<file path="src/rtl/uart_rx_packer.sv">
// UART receiver that assembles NUM_BYTES consecutive good bytes into one word
// (first byte in the least significant position) and presents it on a
// valid/ready output. Framing, parity and overrun problems are reported as
// single-cycle pulses; a byte only counts once its stop bit is good.
module uart_rx_packer #(
    parameter int CLKS_PER_BIT = 434,
    parameter int NUM_BYTES    = 12,
    parameter bit PARITY_EN    = 1'b0,
    parameter bit PARITY_ODD   = 1'b0
) (
    input  logic                   CLK_I,
    input  logic                   RSTL_I,
    input  logic                   UART_RX_I,
    input  logic                   RX_READY_I,
    output logic                   RX_VALID_O,
    output logic [8*NUM_BYTES-1:0] RX_DATA_O,
    output logic                   FRAME_ERR_O,
    output logic                   PARITY_ERR_O,
    output logic                   OVERRUN_O
);

    localparam int CW = $clog2(CLKS_PER_BIT);
    localparam int BW = (NUM_BYTES > 1) ? $clog2(NUM_BYTES) : 1;
    localparam int WW = 8 * NUM_BYTES;

    localparam logic [CW-1:0] CNT_MID   = CW'(CLKS_PER_BIT / 2);
    localparam logic [CW-1:0] CNT_LAST  = CW'(CLKS_PER_BIT - 1);
    localparam logic [BW-1:0] BYTE_LAST = BW'(NUM_BYTES - 1);

    typedef enum logic [2:0] {
        IDLE,
        START,
        DATA,
        PARITY,
        STOP,
        WAIT_HIGH
    } state_e;

    logic          rx_meta_q, rx_sync_q;
    state_e        state_q, state_d;
    logic [CW-1:0] cnt_q, cnt_d;
    logic [2:0]    bit_q, bit_d;
    logic [BW-1:0] byte_cnt_q, byte_cnt_d;
    logic [7:0]    cur_q, cur_d;
    logic [WW-1:0] word_q, word_d;
    logic          par_fail_q, par_fail_d;
    logic          valid_q, valid_d;
    logic [WW-1:0] data_q, data_d;
    logic          ferr_q, ferr_d;
    logic          perr_q, perr_d;
    logic          ovr_q, ovr_d;

    logic          byte_done;
    logic          accept;
    logic [WW-1:0] full_word;

    // Two-flop synchroniser for the asynchronous serial line; idles high.
    always_ff @(posedge CLK_I or negedge RSTL_I) begin
        if (!RSTL_I) begin
            rx_meta_q <= 1'b1;
            rx_sync_q <= 1'b1;
        end else begin
            rx_meta_q <= UART_RX_I;
            rx_sync_q <= rx_meta_q;
        end
    end

    // State and datapath registers.
    always_ff @(posedge CLK_I or negedge RSTL_I) begin
        if (!RSTL_I) begin
            state_q    <= IDLE;
            cnt_q      <= '0;
            bit_q      <= '0;
            byte_cnt_q <= '0;
            cur_q      <= '0;
            // NOTE: the wide word registers are reset as well, because the output word must read zero during reset.
            word_q     <= '0;
            par_fail_q <= 1'b0;
            valid_q    <= 1'b0;
            data_q     <= '0;
            ferr_q     <= 1'b0;
            perr_q     <= 1'b0;
            ovr_q      <= 1'b0;
        end else begin
            state_q    <= state_d;
            cnt_q      <= cnt_d;
            bit_q      <= bit_d;
            byte_cnt_q <= byte_cnt_d;
            cur_q      <= cur_d;
            word_q     <= word_d;
            par_fail_q <= par_fail_d;
            valid_q    <= valid_d;
            data_q     <= data_d;
            ferr_q     <= ferr_d;
            perr_q     <= perr_d;
            ovr_q      <= ovr_d;
        end
    end

    // Next-state logic: frame FSM, byte assembly and output handshake.
    always_comb begin
        // NOTE: every signal written here gets a default first, so no path can leave one unassigned and infer a latch.
        state_d    = state_q;
        cnt_d      = cnt_q;
        bit_d      = bit_q;
        byte_cnt_d = byte_cnt_q;
        cur_d      = cur_q;
        word_d     = word_q;
        par_fail_d = par_fail_q;
        valid_d    = valid_q;
        data_d     = data_q;
        ferr_d     = 1'b0;
        perr_d     = 1'b0;
        ovr_d      = 1'b0;
        byte_done  = 1'b0;
        full_word  = word_q;
        accept     = valid_q & RX_READY_I;

        // NOTE: blocking assignments are right here because this block only computes next values; the flops take them with <=.
        unique case (state_q)
            IDLE: begin
                cnt_d = '0;
                if (!rx_sync_q) begin
                    state_d = START;
                end
            end
            START: begin
                if (cnt_q == CNT_MID) begin
                    cnt_d = '0;
                    if (!rx_sync_q) begin
                        state_d    = DATA;
                        bit_d      = '0;
                        par_fail_d = 1'b0;
                    end else begin
                        state_d = IDLE;
                    end
                end else begin
                    cnt_d = cnt_q + 1'b1;
                end
            end
            DATA: begin
                if (cnt_q == CNT_LAST) begin
                    cnt_d = '0;
                    cur_d = {rx_sync_q, cur_q[7:1]};
                    bit_d = bit_q + 3'd1;
                    if (bit_q == 3'd7) begin
                        state_d = PARITY_EN ? PARITY : STOP;
                    end
                end else begin
                    cnt_d = cnt_q + 1'b1;
                end
            end
            PARITY: begin
                if (cnt_q == CNT_LAST) begin
                    cnt_d   = '0;
                    state_d = STOP;
                    if (((^cur_q) ^ rx_sync_q) != PARITY_ODD) begin
                        perr_d     = 1'b1;
                        par_fail_d = 1'b1;
                        byte_cnt_d = '0;
                        word_d     = '0;
                    end
                end else begin
                    cnt_d = cnt_q + 1'b1;
                end
            end
            STOP: begin
                if (cnt_q == CNT_LAST) begin
                    cnt_d = '0;
                    if (rx_sync_q) begin
                        // Straight back to IDLE so the next start bit can follow without an idle bit.
                        state_d   = IDLE;
                        byte_done = !par_fail_q;
                    end else begin
                        state_d = WAIT_HIGH;
                        // A frame that already failed parity reports nothing more.
                        if (!par_fail_q) begin
                            ferr_d     = 1'b1;
                            byte_cnt_d = '0;
                            word_d     = '0;
                        end
                    end
                end else begin
                    cnt_d = cnt_q + 1'b1;
                end
            end
            WAIT_HIGH: begin
                if (rx_sync_q) begin
                    state_d = IDLE;
                end
            end
            default: state_d = IDLE;
        endcase

        if (accept) begin
            valid_d = 1'b0;
        end

        if (byte_done) begin
            full_word[{byte_cnt_q, 3'b000} +: 8] = cur_q;
            if (byte_cnt_q == BYTE_LAST) begin
                byte_cnt_d = '0;
                word_d     = '0;
                // A word being accepted this cycle frees the output register for the new one.
                if (!valid_q || accept) begin
                    data_d  = full_word;
                    valid_d = 1'b1;
                end else begin
                    ovr_d = 1'b1;
                end
            end else begin
                byte_cnt_d = byte_cnt_q + 1'b1;
                word_d     = full_word;
            end
        end
    end

    assign RX_VALID_O   = valid_q;
    assign RX_DATA_O    = data_q;
    assign FRAME_ERR_O  = ferr_q;
    assign PARITY_ERR_O = perr_q;
    assign OVERRUN_O    = ovr_q;

endmodule
</file>
<file path="config.mk">
export PLATFORM = sky130hd
export DESIGN_NAME = uart_rx_packer
export DESIGN_NICKNAME = d
export VERILOG_FILES = /design/src/rtl/uart_rx_packer.sv
export SDC_FILE = /design/constraint.sdc
export NUM_CORES = 1
export LEC_CHECK = 0
export ABC_AREA = 1
export CAP_MARGIN = 20
export CORE_AREA = 5 5 137 165
export CTS_BUF_LIST = sky130_fd_sc_hd__clkbuf_8 sky130_fd_sc_hd__clkbuf_16
export DETAILED_ROUTE_END_ITERATION = 10
export DIE_AREA = 0 0 142 170
export DONT_BUFFER_PORTS = 1
export GPL_TIMING_DRIVEN = 0
export HOLD_SLACK_MARGIN = 0.15
export RECOVER_POWER = 100
export SKIP_CTS_REPAIR_TIMING = 1
export SLEW_MARGIN = 5
export SYNTH_ARGS = -nofsm -noshare
export SYNTH_HDL_FRONTEND = slang
export SYNTH_SLANG_ARGS = --single-unit
</file>
<file path="constraint.sdc">
create_clock -name CLK_I -period 7.1 [get_ports CLK_I]
set_input_delay 0.71 -clock CLK_I [delete_from_list [all_inputs] [get_ports CLK_I]]
set_output_delay 0.71 -clock CLK_I [all_outputs]
set_load 0.005 [all_outputs]
</file>
### Word level (Yosys, flattened, before mapping)

Index checks and enable logic that the tools add are counted.

| storage, ports and cells | value |
|---|---|
| input bits | 4 |
| logic and storage cells | 117 |
| register bits | 226 |
| output and inout bits | 100 |

| cells by class | value |
|---|---|
| reductions and logical operators | 16 |
| shifts and indexed selects | 2 |
| multiplexer cells | 56 |
| $add $sub $neg | 4 |
| bitwise logic cells | 2 |
| eq/ne operators | 23 |

Operators by type and width:

| operator | count |
|---|---|
| 2-to-1 mux 96 bit | 7 |
| one-hot mux 96 bit (2 select lines) | 1 |
| bitwise mux 96 bit | 1 |
| variable shift 8 x 9 -> 96 bit (first input constant) | 1 |
| variable part select 8 x 9 -> 96 bit | 1 |
| 2-to-1 mux 3 bit | 11 |
| 2-to-1 mux 4 bit | 7 |
| one-hot mux 9 bit (3 select lines) | 1 |
| 2-to-1 mux 1 bit | 21 |
| 2-to-1 mux 9 bit | 2 |
| != test 2 bit (second input constant) | 9 |
| one-hot mux 3 bit (6 select lines) | 1 |
| != test 3 bit (second input constant) | 5 |
| adder 9 x 1 -> 9 bit (second input constant) | 1 |
| == test 3 bit (second input constant) | 3 |
| == test 9 x 8 -> 1 bit (second input constant) | 1 |
| == test 9 bit (second input constant) | 1 |
| negation 7 -> 9 bit | 1 |
| one-hot mux 4 bit (2 select lines) | 1 |
| parity 8 bit | 1 |
| AND reduction 7 bit | 1 |
| == test 3 x 2 -> 1 bit (second input constant) | 2 |
| one-hot mux 3 bit (2 select lines) | 1 |
| AND reduction 6 bit | 1 |
| other kinds (18) | 21 |

### Depth between registers and ports, before layout

| logic depth | value |
|---|---|
| word-level depth | 6 |
| depth in mapped cells | 14 |
| mapped depth without buffers | 12 |

### Worst setup path before layout

OpenSTA, ideal clock, no wires.

| path | value |
|---|---|
| path kind | reg2reg |
| start point | reg byte_cnt_q[0] |
| end point | reg data_q[64], in the netlist RX_DATA_O[64] |
| arrival time | 2.467 ns |
| data required time | 6.968 ns |
| clock period less this slack | 2.600 ns |
| stages on the path, launching flop included | 12 |
| path slack | 4.500 ns |
| setup time | 0.132 ns |
| buffers on the path | 3 |
| cells stage by stage | dfrtp_1 > inv_1 > clkbuf_1 > buf_1 > ha_1 > xor2_2 > o21ai_2 > nor2_8 > nand2_4 > buf_6 > a21oi_2 > o21ai_1 |

| on the way | value |
|---|---|
| longest elaborated chain between the ends | 3 |
| elaborated cells on any way between the ends | 6 |
| classes of those cells | 1 x add/sub; 1 x eq/ne; 2 x shift; 1 x mux; 1 x reduce/logical |

RTL lines:

| item | line | RTL |
|---|---|---|
| start: declaration | 43 | `logic [BW-1:0] byte_cnt_q, byte_cnt_d;` |
| start signal: assignment | 88 | `byte_cnt_q <= byte_cnt_d;` |
| negation 7 -> 9 bit | 200 | `full_word[{byte_cnt_q, 3'b000} +: 8] = cur_q;` |
| variable part select 8 x 9 -> 96 bit / variable shift 8 x 9 -> 96 bit (equally long branches) | 200 |  |
| bitwise mux 96 bit | 200 |  |
| end signal: assignment | 93 | `data_q <= data_d;` |
| end: declaration | 48 | `logic [WW-1:0] data_q, data_d;` |

Parallel ways exist; a longest one is shown, timed or not.
A chain may end at the register's enable or synchronous reset.

### Worst setup path after layout

| path | value |
|---|---|
| start point | reg byte_cnt_q[0] |
| end point | reg word_q[6] |

| on the way | value |
|---|---|
| longest elaborated chain between the ends | 5 |
| elaborated cells on any way between the ends | 7 |
| classes of those cells | 1 x add/sub; 1 x eq/ne; 2 x shift; 3 x mux |

RTL lines:

| item | line | RTL |
|---|---|---|
| negation 7 -> 9 bit | 200 |  |
| variable part select 8 x 9 -> 96 bit / variable shift 8 x 9 -> 96 bit (equally long branches) | 200 |  |
| bitwise mux 96 bit | 200 |  |
| 2-to-1 mux 96 bit * | 201 | `if (byte_cnt_q == BYTE_LAST) begin` |
| 2-to-1 mux 96 bit * | 199 | `if (byte_done) begin` |
| end signal: assignment | 90 | `word_q <= word_d;` |
| end: declaration | 45 | `logic [WW-1:0] word_q, word_d;` |

Mark *: on every way between the ends. The rest lies on a longest branch, timed or not.

==> results.md <==
- Routing usage on met1: 29.6%
- Netlist Area Pre-Place: ~10,000 um2
- Status: finished, final reports clean
- #FFs+latches synth: around 230
- Sequential fraction of the synthesis area: between 50 and 60%
- GRT Util Overall: 22.3%
- Max VDD drop: ~0.00019 V
- Antenna viol nets, final: 0
- CP endpoint kind: flip-flop
- Final Slew Violations: 0
- H-tree Lvls: 1
- Die ar.: about 24,000 um2
- Met2 Resource Use GR: 37.8%
- Top cell type by total area after synthesis: dfrtp_1
- Vias in the first global route: ~8,000
- Setup TNS Final: 0 ns
- Syn_area_per_cell: 8.34 um2
- 1st-pass router iterations: 5
- Total CTS buffers: 24
- Finished Layout Cells: 1,542
- Fin crit share: between 50% and 60%
- Total global routing overflow: 0
- Hold Crit Class: in2reg
- CTS max path bufs: 3
- CTS tree: built
- NumNets Final: approximately 1,300
- Synthesized instance count: 1,230
- Multi-input gate area: ~4000 um2
- Unrepaired setup endpoints after global routing: no
- Num rows: 58
- Syn_nets: about 1,200
- Core region area: roughly 21,000 um2
- Fmax: 241 MHz
- Netlist cell types: 37
- Clock-pin slew on the worst setup and hold paths: 0.06 ns
- Worst Path Max Fanout: 10
- DP Wirelength: around 18,000 um
- Top post-synthesis cells by area: dfrtp_1, nand2_1, o21ai_0, o21ai_1, nor2_1
- RePlAce Congestion: 0.809
- Share of layout cells above drive strength 1: 5.42%
- Seq. cell area: about 5700 um2
- Async SR Flop Fraction: 100%
- Final hold vios: 0
- First DRT Iteration DRCs: ~520
- GRT met3 Usage: approximately 4.6%
- Critical path data required time: ~7.5 ns
- Number of max-cap violations: 0
- Port bufs: 0
- CTS sink cnt: around 230
- Pwr Density: 221 nW/um2
- Worst Path Arrival: around 4.6 ns
- WL per Instance: approximately 17 um
- Initial Util: between 40% and 50%
- Detailed Route WL: between 20,000 and 30,000 um
- Most frequent cells in the layout: nand2_1, dfrtp_1, o21ai_0
- Main synth FF type: dfrtp_1
- CP Launch Type: flip-flop
- Relative max-transition margin: roughly 22%
- Via count: 8,050
- EDFF count, synth: 0
- Synth-to-layout area growth: 8.64%
- Clock Skews: between 0.01 and 0.015 ns
- Dpl cells: ~1,500
- Kind of critical path: reg2reg
- Leakage: 5.43 nW
- Die Wd: 142 um
- CTS root buffer: clkbuf_16
- Drt drc: 0
- Initial antenna violation count: 0
- Via density: 5.22
- GRT busiest layer: met2
- # diodes: 0
- Die height: roughly 170 um
- Yosys warns: 0
- Largest net degree at the start of global routing: 227
- First-pass GRT wire length: between 40,000 and 50,000 um
- Worst-Margin Slew: between 1 and 1.5 ns
- Leading cell type in the layout, fill and taps excluded: nand2_1
- Tmin final: slightly above 4 ns
- Endpoints failing setup: 0
- Synth top area share: between 50% and 60%
- Total I/O pin count: approximately 100
- Total Power: between 2 and 2.5 mW
- # fillers: roughly 2,000
- Worst-skew pair later-pin latency: 0.51 ns
==> layer usage <==
layer / vias to the layer above / share of wire (%)
met5: - / 0
met4: 0 / 1.9
met3: 37 / 5.5
met2: 149 / 49
met1: 3879 / 43
li1: 3985 / -
==> critical path: stages (launching register included) <==
cell      delay [ns]
dfrtp_1         0.45
inv_1           0.12
clkbuf_1        0.35
clkbuf_1        0.42
ha_1            0.26
xor2_1          0.53
clkinv_1        0.19
nor3_1          0.73
clkbuf_1        0.47
o21ai_0         0.30
o21ai_0         0.21
==> worst paths after layout <==
check,startpoint,endpoint,slack (ns),cells past startpoint
max in group asynchronous,RSTL_I,word_q[17],5.92,1
worst max-delay path,byte_cnt_q[0],word_q[6],2.95,10
worst min-delay path,UART_RX_I,rx_meta_q,0.20,0
worst min register to register,rx_meta_q,rx_sync_q,0.36,0
min in group asynchronous,RSTL_I,RX_DATA_O[38],0.24,1
worst max register to register,byte_cnt_q[0],word_q[6],2.95,10
==> per-stage QoR <==
stage          hold WS, ns  setup WS (ns)  cell area [um2]  util [%]
3_3_place_gp         0.348           3.89            10600      51.0
6_report             0.205           2.95            11100      53.7
3_5_place_dp         0.350           3.85            10600      51.0
4_1_cts             -0.121           3.83            11300      54.5
5_1_grt              0.184           2.54            11100      53.7
2_1_floorplan        0.345           4.50            10300         -
==> report_power, final <==
group,internal [mW],leakage [nW],switching [mW]
logic,0.00247,1.90,0.0261
registers,1.29,3.14,0.000161
clock network,0.650,0.391,0.493
==> state kept, by name, summed over array words and instances, names as in the netlist <==
register      cells
par_fail_q        1
RX_DATA_O        96
bit_q             3
FRAME_ERR_O       1
RX_VALID_O        1
PARITY_ERR_O      1
rx_sync_q         1
rx_meta_q         1
byte_cnt_q        4
word_q           96
cnt_q             9
state_q           3
OVERRUN_O         1
cur_q             8
==> synthesized netlist by cell type, types with 2 or more instances <==
cell type  instances
nand2_1          472
dfrtp_1          224
o21ai_0          110
nor2_1            75
inv_1             63
o21ai_1           63
a21oi_1           28
buf_2             28
nor3_1            27
clkbuf_1          25
a21oi_2           24
nand3_1           22
ha_1               8
mux2i_1            8
nor2_4             6
inv_2              5
nand4_1            5
buf_6              4
clkinv_1           4
nand2_4            4
o21ai_2            3
xor2_1             3
dfstp_2            2
nor4_1             2
o31ai_1            2
xnor2_1            2
==> final cells by class <==
cell class / instances / share of cell area (%)
Sequential cell: 226 / 50.8
Multi-Input combinational cell: 873 / 34.9
Clock buffer: 27 / 5.86
Tap cell: 270 / 3.03
Inverter: 72 / 2.43
Buffer: 59 / 2.22
Clock inverter: 14 / 0.517
Timing Repair Buffer: 1 / 0.247
==> logic make-up (layout without fill, tap and decap cells) <==
kind of cell	after synthesis	in the layout	share of synthesized area [%]
AO/OA/AOI/OAI	232	232	12.4
flip-flops	226	226	55.2
multiplexers	8	8	0.781
AND/OR/NAND/NOR	619	619	24.6
adder cells (fa/ha/maj)	8	8	0.976
buffers and inverters	131	173	5.47
XOR/XNOR	6	6	0.586
(Power assumes the default switching activity.)
